**config.mk**
```make
export PLATFORM = sky130hd
export DESIGN_NAME = cdpga_bx_node
export DESIGN_NICKNAME = d
export VERILOG_FILES = /design/src/rtl/cdpga_bx_node.sv
export SDC_FILE = /design/constraint.sdc
export NUM_CORES = 1
export LEC_CHECK = 0
export CAP_MARGIN = 20
export CORE_ASPECT_RATIO = 1.25
export CORE_MARGIN = 2
export CORE_UTILIZATION = 55
export DETAILED_ROUTE_END_ITERATION = 16
export MAX_ROUTING_LAYER = met4
export PLACE_DENSITY = 0.71
export SLEW_MARGIN = 30
export SYNTH_ARGS = -nofsm -noshare
export SYNTH_HDL_FRONTEND = slang
export SYNTH_SLANG_ARGS = --single-unit
```
**constraint.sdc**
```tcl
create_clock -name clk_i -period 11.4 [get_ports clk_i]
set_clock_uncertainty 0.05 [all_clocks]
set_input_delay 1.71 -clock clk_i [delete_from_list [all_inputs] [get_ports clk_i]]
set_output_delay 1.71 -clock clk_i [all_outputs]
set_load 0.02 [all_outputs]
```
**src/rtl/cdpga_bx_node.sv**
```systemverilog
`default_nettype none
// ============================================================================
// Module      : cdpga_bx_node
// Description : Half-duplex UART node; validates addressed CRC-16/MODBUS
//               frames and echoes accepted unicast frames back to the sender.
// Revision    : 1.0 - initial release
// ============================================================================
module cdpga_bx_node #(
    parameter int         DIV     = 434,
    parameter logic [7:0] ADDR    = 8'hFE,
    parameter int         MAX_LEN = 16
) (
    input  logic clk_i,
    input  logic reset_n_i,
    input  logic rx,
    output logic tx,
    output logic tx_en
);
    localparam int TW = $clog2(10 * DIV + 1);
    localparam int IW = (MAX_LEN > 1) ? $clog2(MAX_LEN) : 1;
    localparam logic [TW-1:0] c_half_m1 = TW'(DIV / 2 - 1);
    localparam logic [TW-1:0] c_div_m1  = TW'(DIV - 1);
    localparam logic [TW-1:0] c_en_at   = TW'(2 * DIV - 1);
    localparam logic [TW-1:0] c_go_at   = TW'(3 * DIV - 1);
    localparam logic [TW-1:0] c_gap_max = TW'(10 * DIV);
    localparam logic [8:0]    c_max_len = 9'(MAX_LEN);

    typedef enum logic [1:0] {RX_IDLE = 2'd0, RX_FRAME = 2'd1, TURN = 2'd2, TX = 2'd3} state_t;
    typedef enum logic [1:0] {B_IDLE = 2'd0, B_START = 2'd1, B_DATA = 2'd2, B_STOP = 2'd3} bstate_t;
    typedef enum logic [2:0] {P_SRC = 3'd0, P_DST = 3'd1, P_LEN = 3'd2, P_DATA = 3'd3,
                              P_CRCL = 3'd4, P_CRCH = 3'd5} pos_t;

    function automatic logic [15:0] crc_step(input logic [15:0] crc, input logic [7:0] data);
        logic [15:0] c;
        c = crc ^ {8'h00, data};
        for (int i = 0; i < 8; i++) begin
            c = c[0] ? ((c >> 1) ^ 16'hA001) : (c >> 1);
        end
        return c;
    endfunction

    logic          rx_s1_q, rx_s1_d, rx_s2_q, rx_s2_d, rx_s3_q, rx_s3_d;
    bstate_t       bst_q, bst_d;
    logic [TW-1:0] bcnt_q, bcnt_d;
    logic [2:0]    bidx_q, bidx_d;
    logic [7:0]    shreg_q, shreg_d;
    state_t        state_q, state_d;
    pos_t          pos_q, pos_d;
    logic [7:0]    src_q, src_d, dst_q, dst_d, len_q, len_d, dcnt_q, dcnt_d;
    logic [15:0]   crc_q, crc_d;
    logic [TW-1:0] gap_q, gap_d, tcnt_q, tcnt_d;
    logic [3:0]    tbit_q, tbit_d;
    logic [8:0]    tidx_q, tidx_d;
    logic [7:0]    tbyte_q, tbyte_d;
    logic          tx_q, tx_d, tx_en_q, tx_en_d;
    logic [7:0]    mem_q [MAX_LEN];

    logic          w_byte_ok, w_frame_err, w_rx_on, w_mem_we;
    logic [15:0]   w_crc_rx;
    logic [8:0]    w_nidx, w_len9;
    logic [7:0]    w_nbyte;

    // Byte that follows tidx_q in the reply: ADDR, src, len, data, CRC lo, CRC hi
    always_comb begin
        w_len9 = {1'b0, len_q};
        w_nidx = tidx_q + 9'd1;
        if (w_nidx == 9'd1)                 w_nbyte = src_q;
        else if (w_nidx == 9'd2)            w_nbyte = len_q;
        else if (w_nidx <= w_len9 + 9'd2)   w_nbyte = mem_q[IW'(w_nidx - 9'd3)];
        else if (w_nidx == w_len9 + 9'd3)   w_nbyte = crc_q[7:0];
        else                                w_nbyte = crc_q[15:8];
    end

    always_comb begin
        rx_s1_d     = rx;
        rx_s2_d     = rx_s1_q;
        rx_s3_d     = rx_s2_q;
        bst_d       = bst_q;
        bcnt_d      = bcnt_q + TW'(1);
        bidx_d      = bidx_q;
        shreg_d     = shreg_q;
        w_byte_ok   = 1'b0;
        w_frame_err = 1'b0;
        w_rx_on     = (state_q == RX_IDLE) || (state_q == RX_FRAME);

        if (!w_rx_on) begin
            bst_d  = B_IDLE;
            bcnt_d = '0;
        end else begin
            case (bst_q)
                B_IDLE: begin
                    bcnt_d = '0;
                    if (!rx_s2_q && rx_s3_q) bst_d = B_START;
                end
                B_START: if (bcnt_q == c_half_m1) begin
                    bcnt_d = '0;
                    bidx_d = 3'd0;
                    bst_d  = rx_s2_q ? B_IDLE : B_DATA;
                end
                B_DATA: if (bcnt_q == c_div_m1) begin
                    bcnt_d  = '0;
                    shreg_d = {rx_s2_q, shreg_q[7:1]};
                    bidx_d  = bidx_q + 3'd1;
                    if (bidx_q == 3'd7) bst_d = B_STOP;
                end
                default: if (bcnt_q == c_div_m1) begin
                    bcnt_d      = '0;
                    bst_d       = B_IDLE;
                    w_byte_ok   = rx_s2_q;
                    w_frame_err = !rx_s2_q;
                end
            endcase
        end
    end

    always_comb begin
        state_d  = state_q;
        pos_d    = pos_q;
        src_d    = src_q;
        dst_d    = dst_q;
        len_d    = len_q;
        dcnt_d   = dcnt_q;
        crc_d    = crc_q;
        gap_d    = '0;
        tcnt_d   = tcnt_q + TW'(1);
        tbit_d   = tbit_q;
        tidx_d   = tidx_q;
        tbyte_d  = tbyte_q;
        tx_d     = tx_q;
        tx_en_d  = tx_en_q;
        w_mem_we = 1'b0;
        w_crc_rx = crc_step(crc_q, shreg_q);

        case (state_q)
            RX_IDLE: if (w_byte_ok) begin
                src_d   = shreg_q;
                crc_d   = w_crc_rx;
                pos_d   = P_DST;
                state_d = RX_FRAME;
            end
            RX_FRAME: begin
                gap_d = (bst_q == B_IDLE) ? gap_q + TW'(1) : '0;
                if (w_frame_err || (gap_q == c_gap_max)) begin
                    state_d = RX_IDLE;
                    crc_d   = 16'hFFFF;
                end else if (w_byte_ok) begin
                    crc_d = w_crc_rx;
                    case (pos_q)
                        P_DST: begin
                            dst_d = shreg_q;
                            pos_d = P_LEN;
                        end
                        P_LEN: begin
                            len_d  = shreg_q;
                            dcnt_d = 8'd0;
                            pos_d  = (shreg_q == 8'd0) ? P_CRCL : P_DATA;
                        end
                        P_DATA: begin
                            // Oversized frames are still counted through, just not stored
                            w_mem_we = ({1'b0, len_q} <= c_max_len);
                            dcnt_d   = dcnt_q + 8'd1;
                            if (dcnt_q == len_q - 8'd1) pos_d = P_CRCL;
                        end
                        P_CRCL: pos_d = P_CRCH;
                        default: begin
                            // A valid frame plus its CRC leaves a zero residue
                            crc_d   = 16'hFFFF;
                            state_d = RX_IDLE;
                            if ((w_crc_rx == 16'h0000) && ({1'b0, len_q} <= c_max_len) &&
                                (dst_q == ADDR)) begin
                                state_d = TURN;
                                tcnt_d  = '0;
                            end
                        end
                    endcase
                end
            end
            TURN: begin
                if (tcnt_q == c_en_at) tx_en_d = 1'b1;
                if (tcnt_q == c_go_at) begin
                    state_d = TX;
                    tcnt_d  = '0;
                    tbit_d  = 4'd0;
                    tidx_d  = 9'd0;
                    tbyte_d = ADDR;
                    tx_d    = 1'b0;
                    crc_d   = crc_step(crc_q, ADDR);
                end
            end
            default: if (tcnt_q == c_div_m1) begin
                tcnt_d = '0;
                if (tbit_q == 4'd10) begin
                    tx_en_d = 1'b0;
                    tbit_d  = 4'd0;
                    state_d = RX_IDLE;
                    crc_d   = 16'hFFFF;
                end else if (tbit_q == 4'd9) begin
                    if (tidx_q == w_len9 + 9'd4) begin
                        tbit_d = 4'd10;
                        tx_d   = 1'b1;
                    end else begin
                        tidx_d  = w_nidx;
                        tbit_d  = 4'd0;
                        tbyte_d = w_nbyte;
                        tx_d    = 1'b0;
                        if (w_nidx <= w_len9 + 9'd2) crc_d = crc_step(crc_q, w_nbyte);
                    end
                end else begin
                    tbit_d = tbit_q + 4'd1;
                    tx_d   = (tbit_q == 4'd8) ? 1'b1 : tbyte_q[tbit_q[2:0]];
                end
            end
        endcase
    end

    always_ff @(posedge clk_i or negedge reset_n_i) begin
        if (!reset_n_i) begin
            rx_s1_q <= 1'b1;
            rx_s2_q <= 1'b1;
            rx_s3_q <= 1'b1;
            bst_q   <= B_IDLE;
            bcnt_q  <= '0;
            bidx_q  <= 3'd0;
            shreg_q <= 8'd0;
            state_q <= RX_IDLE;
            pos_q   <= P_SRC;
            src_q   <= 8'd0;
            dst_q   <= 8'd0;
            len_q   <= 8'd0;
            dcnt_q  <= 8'd0;
            crc_q   <= 16'hFFFF;
            gap_q   <= '0;
            tcnt_q  <= '0;
            tbit_q  <= 4'd0;
            tidx_q  <= 9'd0;
            tbyte_q <= 8'd0;
            tx_q    <= 1'b1;
            tx_en_q <= 1'b0;
        end else begin
            rx_s1_q <= rx_s1_d;
            rx_s2_q <= rx_s2_d;
            rx_s3_q <= rx_s3_d;
            bst_q   <= bst_d;
            bcnt_q  <= bcnt_d;
            bidx_q  <= bidx_d;
            shreg_q <= shreg_d;
            state_q <= state_d;
            pos_q   <= pos_d;
            src_q   <= src_d;
            dst_q   <= dst_d;
            len_q   <= len_d;
            dcnt_q  <= dcnt_d;
            crc_q   <= crc_d;
            gap_q   <= gap_d;
            tcnt_q  <= tcnt_d;
            tbit_q  <= tbit_d;
            tidx_q  <= tidx_d;
            tbyte_q <= tbyte_d;
            tx_q    <= tx_d;
            tx_en_q <= tx_en_d;
        end
    end

    always_ff @(posedge clk_i) begin
        if (w_mem_we) mem_q[dcnt_q[IW-1:0]] <= shreg_q;
    end

    assign tx    = tx_q;
    assign tx_en = tx_en_q;

endmodule
`default_nettype wire

```
==> impl_metrics.yaml <==
status:
  outcome: "finished, final reports clean"
timing:
  min_period_over_period_pct: 52.14
  finalSetupViolCount: 0
  fin_tns_setup_ns: 0
  finalHoldViolations: 0
  finalMaxSlewViolations: 0
  clock.fmax_mhz: 168.2
  rsz0062_at_grt: "no"
  fin_ws_ns: 5.456
  slew_headroom_pct: 32.71
  tightest_slew_ns: 1.002
  fin_hold_ws_ns: 0.3050
  period_minus_slack_ns: 5.944
drt:
  num_vias: 9630
  via_per_inst: 6.095
  drc: 0
  dr.pass1.iters: 5
  wl_um: 32390
  antenna_left: 0
  drtIter0Drc: 690
  post_drt_wl_per_cell_um: 20.50
clock_tree:
  clk_pin_slew_ns: 0.06
  clock_sinks: 259
  cts_resized: 0
  clk_path_buf_depth: 3
  cts_tree: "done"
  holdBufCountCts: 0
  clk_latency_ns: 0.54
  cts_setup_buffers: 0
  htree_levels: 1
  numCtsBuffers: 26
  root_buffer: "clkbuf_16"
place:
  pre_cts_ws_ns: 5.470
  port_buffers: 4
  dpl.hpwl_um: 22080
  routabilityCongestion: 0.9697
global_routing:
  gr-total-overflow: 0
  grtUsageTotal_pct: 25.54
  antenna_found_initial: 0
  grt_pass1_wl_um: 52850
  first_global_vias: 9694
  grt_max_degree: 83
floorplan:
  die_h_um: 182.7
  fp-row-count: 65
  die-area_mm2: 0.02685
  initial_core_util_pct: 55.74
  ios: 5
  core_mm2: 0.02521
  die_w_um: 147.0
critical_path:
  r2r_start: "tidx_q[0]$_DFFE_PN0P_"
  r2r-end: "crc_q[0]$_DFFE_PN1P_"
  slowest_stage: "or4_4"
  crit_top_cell: "nor4_1"
  start_kind: "register"
  critPathMaxFanout: 43
  crit_type: "register to register"
  r2r_cells: 20
  worstPathRequired_ns: 11.80
  crit_end: "crc_q[0]$_DFFE_PN1P_"
  arrival_ns: 6.35
  critPathCaptureType: "register"
  path_cells: "buf_4 > ha_1 > nand4_1 > o21a_1 > or2_2 > ha_1 > inv_1 > nor4_1 > nor4_1 > nand2b_1 > o311ai_2 > buf_4 > nor4_1 > or4_4 > nor2b_4 > a311oi_4 > xnor3_2 > xor2_1 > mux2i_1 > nor2_1"
  crit_start: "tidx_q[0]$_DFFE_PN0P_"
  reg2reg_slack_ns: 5.46
  max_stage_delay_ns: 0.57
power_and_ir_drop:
  combPwrFrac_pct: 9.6
  p_sw_w: 0.0005496
  p_leak_nw: 5.876
  power_w: 0.002274
  ir_drop_mv: 0.1010
  seq_power_share_pct: 48.7
  powerDensity_mw_per_mm2: 148.7
  p_sw_share_pct: 24.17
  clkPwrFrac_pct: 41.7
  p_int_w: 0.001724
logic_synthesis:
  ys_ff_latch: 259
  synth_most_common_cell: "edfxtp_1"
  synth-main-ff-cell: "edfxtp_1"
  avgSynthCellArea_um2: 11.22
  synth.top_cells.by_count: "128 x edfxtp_1, 120 x nor2_1, 115 x nand2_1, 111 x dfrtp_1, 68 x xnor2_1"
  synth-edff-count: 128
  ys_seq_area_share_pct: 50.85
  netlist.area_leader.share_pct: 27.35
  synth_area_leaders: "edfxtp_1 27%, dfrtp_1 20%, mux4_2 4.8%"
  synth_top_cell_by_area: "edfxtp_1"
  postSynthNetCount: 1291
  yosys_warnings: 0
  syn_area_mm2: 0.01405
  syn_inst: 1252
  synthArstFlopShare_pct: 50.58
  synth_cell_types: 80
flow_run:
  drv_cap: 0
hold_path:
  whs_path_depth: 0
  worstHoldPathType: "register to register"
final_layout:
  drive_gt1_share_pct: 13.25
  nFillCells: 2037
  layout.nets: 1265
  antenna_cells: 0
  area_delta_synth_final_pct: 8.779
-- cell usage in the layout, fill, tap and decap left out, types with 5 or more instances in the layout --
cell type,synthesis,final
edfxtp_1,128,128
nor2_1,120,119
nand2_1,115,115
dfrtp_1,111,108
xnor2_1,68,68
o21ai_0,67,67
xor2_1,55,55
nand3_1,46,46
a21oi_1,38,38
inv_1,36,36
ha_1,36,36
nor3_1,31,30
mux4_2,30,30
mux2_2,29,29
clkbuf_16,0,27
dfstp_2,20,20
nor4_1,17,17
mux2i_1,16,16
or3_1,14,14
and3_1,14,14
nor2b_1,13,13
buf_4,3,13
nand4_1,12,12
nand2b_1,12,12
o22ai_1,12,12
a21o_1,9,9
a211oi_1,8,8
mux4_1,8,8
and2_1,7,7
o31ai_1,7,7
o211ai_1,7,7
a22o_1,7,7
bufinv_16,0,7
or2_2,6,6
a31oi_1,6,6
a211o_1,5,5
-- worst max-delay path: cells and delay by family (launching register included) --
kind	cells	cell delay (ns)
and+or+nand+nor	9	2.15
buffers and inverters	3	0.93
adders and majority gates	2	0.77
xor gates and xnor gates	2	0.73
AOI/OAI and AO/OA	3	0.66
DFF	1	0.34
muxes	1	0.22
-- power by group through the flow --
stage                     clock [W]  combinational [W]  sequential (W)
after detailed placement          0           0.000217         0.00113
final                      0.000948           0.000218         0.00111
after global routing        0.00100           0.000246         0.00111
after global placement            0           0.000213         0.00112
after CTS                  0.000960           0.000219         0.00111
after floorplan                   0           0.000193         0.00108
-- cells by family (layout without fill, tap and decap cells) --
family                   count (synthesis)  count (layout)  synth area share, %
buffers and inverters                  108             101                3.178
AND/OR/NAND/NOR                        430             430                14.71
XOR/XNOR                               129             129                8.592
multiplexers                            83              83                9.767
adder cells (fa/ha/maj)                 36              36                3.205
AO/OA/AOI/OAI                          207             207                9.696
flip-flops                             259             259                50.85
-- sequential cells by signal, indices dropped and copies added, names as in the netlist, 2 cells and up --
| name | count |
|---|---|
| bidx_q | 3 |
| src_q | 8 |
| bcnt_q | 13 |
| tidx_q | 9 |
| dst_q | 8 |
| tcnt_q | 13 |
| len_q | 8 |
| bst_q | 2 |
| state_q | 2 |
| dcnt_q | 8 |
| mem_q | 128 |
| crc_q | 16 |
| gap_q | 13 |
| shreg_q | 8 |
| tbit_q | 4 |
| tbyte_q | 8 |
| pos_q | 3 |
-- metrics by stage --
stage          area [µm²]  std cells  util, %
3_5_place_dp        14330       1533    56.83
5_1_grt             15290       1580    60.64
6_report            15290       1580    60.64
3_3_place_gp        14320       1533    56.79
4_1_cts             15280       1580    60.60
2_1_floorplan       14050       1252        -
-- layer usage --
metal  GRT usage, %  part of all wire (%)  up-vias
met5              -                     0        -
met4          10.19                   4.3        0
met3          2.800                   4.4       77
met2          43.10                    50      268
met1          31.82                    41     4791
li1               -                     -     4494
-- layout make-up --
cell class                 instances  area, µm²  share of cell area, %
sequential                       259       7151                  46.78
inverter                          36      135.1                 0.8839
multi-input combinational        885       6481                  42.40
timing repair buffer              18      150.1                 0.9822
clock buffer                      30      686.9                  4.493
tap                              335      419.2                  2.742
clock inverter                    17      264.0                  1.727
-- how the worst min path moves through the flow --
stage / endpoint / start
after global routing: rx_s2_q$_DFF_PN1_ / rx_s1_q$_DFF_PN1_
after floorplan: rx_s2_q$_DFF_PN1_ / rx_s1_q$_DFF_PN1_
after CTS: rx_s2_q$_DFF_PN1_ / rx_s1_q$_DFF_PN1_
after global placement: rx_s2_q$_DFF_PN1_ / rx_s1_q$_DFF_PN1_
final: rx_s2_q$_DFF_PN1_ / rx_s1_q$_DFF_PN1_
after detailed placement: rx_s2_q$_DFF_PN1_ / rx_s1_q$_DFF_PN1_
(Power assumes the default switching activity.)
